==> config.mk <==
export PLATFORM = sky130hd
export DESIGN_NAME = stdp_learn_ctrl
export DESIGN_NICKNAME = d
export VERILOG_FILES = /design/src/rtl/stdp_learn_ctrl.sv
export SDC_FILE = /design/constraint.sdc
export NUM_CORES = 1
export LEC_CHECK = 0
export BUFFER_PORTS_ARGS = -buffer_cell sky130_fd_sc_hd__buf_4
export CAP_MARGIN = 20
export CORE_MARGIN = 2
export CORE_UTILIZATION = 40
export CTS_BUF_LIST = sky130_fd_sc_hd__clkbuf_16
export DETAILED_ROUTE_END_ITERATION = 10
export GPL_TIMING_DRIVEN = 0
export SETUP_SLACK_MARGIN = 0.1
export SYNTH_ARGS = -nofsm -noshare
export SYNTH_HDL_FRONTEND = slang
export SYNTH_SLANG_ARGS = --single-unit
==> constraint.sdc <==
create_clock -name clk -period 11 [get_ports clk]
set_input_delay 2.2 -clock clk [delete_from_list [all_inputs] [get_ports clk]]
set_output_delay 2.2 -clock clk [all_outputs]
set_load 0.03 [all_outputs]
==> src/rtl/stdp_learn_ctrl.sv <==
// STDP learning scheduler: decaying pre/post traces, pending-bit capture and round-robin weight-update issue.
// Optional macro STDP_DEPRESS_EN adds the post trace and depression requests.
module stdp_learn_ctrl #(
  parameter logic [23:0]        TICK_DIV  = 24'd10_000,
  parameter int unsigned        TRACE_W   = 32'd4,
  parameter logic [TRACE_W-1:0] TRACE_MAX = 4'd15
) (
  input  logic       clk,
  input  logic       rst_n,
  input  logic       learn,
  input  logic [7:0] pre_spike,
  input  logic       post_spike,
  input  logic       upd_ready,
  output logic       upd_valid,
  output logic [2:0] upd_idx,
  output logic       upd_dir,
  output logic       busy,
  output logic [7:0] merge_cnt
);

  typedef enum logic {IDLE = 1'b0, ISSUE = 1'b1} state_t;

  localparam logic [TRACE_W-1:0] TR_ZERO = {TRACE_W{1'b0}};
  localparam logic [TRACE_W-1:0] TR_ONE  = TRACE_W'(1);

  state_t                    state;
  logic [23:0]               pre_cnt;
  logic                      tick;
  logic [7:0][TRACE_W-1:0]   ptr;
  logic [7:0]                ptr_nz;
  logic [7:0]                pot_pend, dep_pend;
  logic [7:0]                pot_set, pot_clr, pot_keep, pot_next;
  logic [7:0]                pot_merge, dep_merge;
  logic [7:0]                req;
  logic [2:0]                rr_ptr, grant_idx, cand;
  logic                      grant_vld;
  logic                      xfer;
  logic [4:0]                merge_num;
  logic [8:0]                merge_sum;
  logic [7:0]                merge_next;

  assign tick = (pre_cnt == (TICK_DIV - 24'd1));
  assign xfer = upd_valid & upd_ready;
  assign req  = pot_pend | dep_pend;

  // Decay prescaler
  always_ff @(posedge clk or negedge rst_n) begin
    if (!rst_n) begin
      pre_cnt <= 24'd0;
    end else if (tick) begin
      pre_cnt <= 24'd0;
    end else begin
      pre_cnt <= pre_cnt + 24'd1;
    end
  end

  // Pre-synaptic traces: a spike reload beats the decay step
  always_ff @(posedge clk or negedge rst_n) begin
    if (!rst_n) begin
      ptr <= '{default: TR_ZERO};
    end else begin
      for (int i = 0; i < 8; i++) begin
        if (pre_spike[i]) begin
          ptr[i] <= TRACE_MAX;
        end else if (tick && (ptr[i] != TR_ZERO)) begin
          ptr[i] <= ptr[i] - TR_ONE;
        end else begin
          ptr[i] <= ptr[i];
        end
      end
    end
  end

  // Trace liveness, sampled before this cycle's reload
  always_comb begin
    ptr_nz = 8'h00;
    for (int i = 0; i < 8; i++) begin
      ptr_nz[i] = (ptr[i] != TR_ZERO);
    end
  end

`ifdef STDP_DEPRESS_EN
  logic [TRACE_W-1:0] qtr;
  logic [7:0]         dep_set, dep_clr, dep_keep, dep_next;

  // Post-synaptic trace
  always_ff @(posedge clk or negedge rst_n) begin
    if (!rst_n) begin
      qtr <= TR_ZERO;
    end else if (post_spike) begin
      qtr <= TRACE_MAX;
    end else if (tick && (qtr != TR_ZERO)) begin
      qtr <= qtr - TR_ONE;
    end else begin
      qtr <= qtr;
    end
  end

  // Depression capture: a bit cleared by this transfer and re-set is not a merge
  always_comb begin
    dep_set   = (learn && (qtr != TR_ZERO)) ? pre_spike : 8'h00;
    dep_clr   = (xfer && !upd_dir) ? (8'h01 << upd_idx) : 8'h00;
    dep_keep  = dep_pend & ~dep_clr;
    dep_next  = dep_keep | dep_set;
    dep_merge = dep_set & dep_keep;
  end

  // Depression pending bits
  always_ff @(posedge clk or negedge rst_n) begin
    if (!rst_n) begin
      dep_pend <= 8'h00;
    end else begin
      dep_pend <= dep_next;
    end
  end
`else
  assign dep_pend  = 8'h00;
  assign dep_merge = 8'h00;
`endif

  // Potentiation capture and saturating merge accounting
  always_comb begin
    pot_set   = (learn && post_spike) ? ptr_nz : 8'h00;
    pot_clr   = (xfer && upd_dir) ? (8'h01 << upd_idx) : 8'h00;
    pot_keep  = pot_pend & ~pot_clr;
    pot_next  = pot_keep | pot_set;
    pot_merge = pot_set & pot_keep;
    merge_num = 5'd0;
    for (int k = 0; k < 8; k++) begin
      merge_num = merge_num + {4'd0, pot_merge[k]} + {4'd0, dep_merge[k]};
    end
    merge_sum  = {1'b0, merge_cnt} + {4'd0, merge_num};
    merge_next = merge_sum[8] ? 8'hFF : merge_sum[7:0];
  end

  // Round-robin search upward from rr_ptr; the lowest offset wins
  always_comb begin
    grant_vld = 1'b0;
    grant_idx = rr_ptr;
    cand      = rr_ptr;
    for (int k = 7; k >= 0; k--) begin
      cand = rr_ptr + 3'(k);
      if (req[cand]) begin
        grant_vld = 1'b1;
        grant_idx = cand;
      end else begin
        grant_vld = grant_vld;
      end
    end
  end

  // Pending bits, merge counter and busy flag
  always_ff @(posedge clk or negedge rst_n) begin
    if (!rst_n) begin
      pot_pend  <= 8'h00;
      merge_cnt <= 8'h00;
      busy      <= 1'b0;
    end else begin
      pot_pend  <= pot_next;
      merge_cnt <= merge_next;
      busy      <= (|req) | upd_valid;
    end
  end

  // Issue FSM; potentiation wins when both directions are pending on one index
  always_ff @(posedge clk or negedge rst_n) begin
    if (!rst_n) begin
      state     <= IDLE;
      upd_valid <= 1'b0;
      upd_idx   <= 3'd0;
      upd_dir   <= 1'b0;
      rr_ptr    <= 3'd0;
    end else begin
      case (state)
        IDLE: begin
          if (grant_vld) begin
            upd_idx   <= grant_idx;
            upd_dir   <= pot_pend[grant_idx];
            upd_valid <= 1'b1;
            state     <= ISSUE;
          end
        end
        ISSUE: begin
          if (upd_ready) begin
            upd_valid <= 1'b0;
            rr_ptr    <= upd_idx + 3'd1;
            state     <= IDLE;
          end
        end
        default: begin
          upd_valid <= 1'b0;
          state     <= IDLE;
        end
      endcase
    end
  end

endmodule

==> key figures <==
Run status
  • Status: finished, final reports clean

Power and ir drop
  • Power Total: 1.177 mW
  • Leakage power: about 2.4 nW
  • Maximum VDD drop: roughly 0.000084 V
  • Pwr dens: ~210 mW/mm^2

Synth
  • Mapped Nets: 525
  • Complex-gate fraction of the synthesized area: approximately 7.6%
  • Post-synthesis mux area share: 7.784%
  • Commonest cells in the netlist: 82 x dfrtp_1, 62 x nand2_1, 38 x nor2_1
  • Register area share after synthesis: a little over two fifths
  • Yosys reg bits: 82
  • Mapped Area: between 0.004 and 0.005 mm^2
  • XOR/XNOR Fraction of Synth Area: a little under 9%
  • Adder-cell share of the synthesized area: just over 8%
  • Mean area per synthesized cell: 9.984 um^2
  • Unique cell type count in the Yosys netlist: 52
  • Post-synth top area share: between 40% and 50%
  • Ys flop type: dfrtp_1
  • Largest family of logic cells by synthesized area: simple AND/OR/NAND/NOR gates
  • Post-synth EDFFs: 0
  • Top cells by area, synth: dfrtp_1 43%, ha_1 6.2%, nand2_1 4.8%
  • YS warnings: 0
  • Cell accounting for the most synthesized area: dfrtp_1
  • Synth Area in Simple Gates: a little over a fifth
  • Cell count after synthesis: between 400 and 500
  • Most numerous cell in the Yosys netlist: dfrtp_1
  • Async set-reset flop share out of synthesis: 100.0%

Setup path
  • Critical path arrival: roughly 6600 ps
  • Critical Path, Cell by Cell: buf_4 -> and3_1 -> clkbuf_1 -> nand2_1 -> o21ai_0 -> nor2_1 -> fa_1 -> inv_1 -> fa_1 -> inv_1 -> fa_1 -> fa_1 -> fa_1 -> a21o_1 -> a21oi_1 -> nor2b_1 -> nand4_1 -> o21ai_0
  • R2R depth: 17
  • Startpoint Class: input pin
  • Buffers plus inverters on the worst setup path: 4
  • Delay-heaviest family, CP: adder cells
  • Endpoint type of the worst setup path: flip-flop
  • WP data required: 11,210 ps
  • Critical path class: input pin to flip-flop
  • CP dominant cell by count: fa_1
  • Crit path max fanout: 6
  • Highest-delay cell along the critical path: fa_1
  • Max stage delay on crit path: 540 ps
  • Worst path depth: 18

Floorplanning
  • Row cnt: 40
  • Die area: about 0.013 mm^2
  • Die Span Y: between 100 and 150 um
  • Core ar.: roughly 0.012 mm^2
  • # IOs: 27
  • Die width: 113.8 um
  • Starting density of the core: between 40 and 50%

GRT
  • Antenna violations before repair: 0
  • GRT overflow: 0
  • Largest net degree at the start of global routing: slightly above 80
  • Overall Global Routing Usage: 16.02%
  • Global-route wire length before repair: approximately 17,000 um
  • Vias in the first global route: 3,501

Hold path
  • HP Class: flip-flop to flip-flop
  • Depth of the worst hold-timing path: 1

Clocking
  • Buffer depth of the longest clock path: 2
  • Post-CTS setup buffers: 0
  • Clock Pin Slew Worst Setup and Hold Paths: about 60 ps
  • Clock latency on the worst-skew pair: 340 ps
  • Clock sink total: 82
  • Cts hold-fix bufs: 0
  • H-tree levels: 3
  • Cts bufs inserted: 9
  • Clock tree root driver cell: clkbuf_16
  • CTS tree: done
  • Post-CTS sizing: 0

Detailed routing
  • DR WL/cell: between 10 and 15 um
  • Drt total wl: 9728 um
  • Final ANT Viol Nets: 0
  • First-pass iteration count of the detailed router: 4
  • Initial DRC Count: around 210
  • DR vias/cell: between 5 and 6
  • Routed vias: 3,579
  • DRC: 0

Timing
  • Setup TNS: 0 ps
  • Min Tclk post-route: about 6400 ps
  • Final Cycle Share: 58.14%
  • Endpoints failing setup: 0
  • Worst Skew: 5.732 ps
  • Fmax: ~160 MHz
  • Final Hold Viols: 0
  • Hold slack: around 460 ps
  • Rel. slew slack: between 40% and 50%
  • Fin. max-slew vios: 0
  • RSZ-0062 raised after global routing: no
  • Slew of the pin with the lowest slew margin: 858.2 ps

Cells and area
  • Synthesis-to-layout area growth: 14.48%
  • Number of inserted diodes: 0
  • Layout cells sized above 1: between 10% and 20%
  • Final net count: 564

Placement
  • Routability cong.: slightly above 0.8
  • Buffers on Ports: 26
  • Dpl hpwl: roughly 7100 um

Job
  • Max Cap Viol: 0
registers in the layout, summed over array words and instances, names as in the netlist:
name / count
ptr: 32
pre_cnt: 24
merge_cnt: 8
pot_pend: 8
rr_ptr: 3
upd_idx: 3
busy: 1
state: 1
upd_dir: 1
upd_valid: 1
routing by layer:
layer | global-route usage [%] | vias up | part of all wire, %
met5 | 0 | - | 0
met4 | 7.398 | 0 | 2.1
met3 | 2.338 | 18 | 2.3
met2 | 26.43 | 57 | 50
met1 | 20.97 | 1751 | 46
li1 | - | 1753 | -
layout make-up:
type / count / area (um^2)
Clock inverter: 7 / 61.31
Clock buffer: 9 / 225.2
Multi-Input combinational cell: 364 / 2608
Tap cell: 147 / 183.9
Sequential cell: 82 / 2052
Fill cell: 1144 / 6391
Buffer: 11 / 65.06
Timing Repair Buffer: 28 / 227.7
Inverter: 26 / 97.59
layout by cell type (no fill, tap or decap), types with 2 or more instances in the layout:
master,n
dfrtp_1,82
nand2_1,62
nor2_1,38
nand3_1,28
inv_1,27
buf_4,27
xnor2_1,25
nand2b_1,25
xor2_1,24
ha_1,24
nor3_1,15
a211o_1,11
mux2_2,10
nand4_1,9
o21ai_0,9
clkbuf_16,9
and3_1,6
a21oi_1,6
nor2b_1,6
mux2i_1,6
mux4_2,6
fa_1,5
clkbuf_1,4
buf_2,4
a31oi_1,4
nor4_1,4
nor3b_1,4
clkinv_2,4
a21o_1,3
a22o_1,3
o31ai_1,3
and2_1,2
buf_6,2
nor4b_1,2
mux4_1,2
o21ai_1,2
a211oi_1,2
o22ai_1,2
report_power, final:
group | total [mW] | internal [mW] | switching, mW
sequential | 0.384 | 0.338 | 0.0459
clock | 0.294 | 0.173 | 0.121
combinational | 0.499 | 0.224 | 0.275
cells by family after synthesis:
logic type      after synthesis
buf+inv                      37
simple gates                209
compound gates               52
mux                          25
xor+xnor                     49
fa+ha+maj                    29
flops                        82
worst paths after layout:
check | startpoint | end | slack [ps]
max | upd_ready | merge_cnt[3] | 4610
min | pre_cnt[23] | pre_cnt[23] | 460
max reg2reg | upd_valid | merge_cnt[3] | 6070
min reg2reg | pre_cnt[23] | pre_cnt[23] | 460
max in group asynchronous | rst_n | pre_cnt[6] | 8620
min in group asynchronous | rst_n | ptr[2] | 1780
stage by stage:
step	instances	utilization (%)	worst slack, ps	area [um^2]
after floorplan	483	-	4780	4822
after global placement	656	43.67	4278	5201
after detailed placement	656	43.67	4202	5201
after CTS	672	46.07	4562	5488
after global routing	674	46.34	4222	5520
final	674	46.34	4605	5520
No activity file was read; power rests on OpenSTA's default activity.
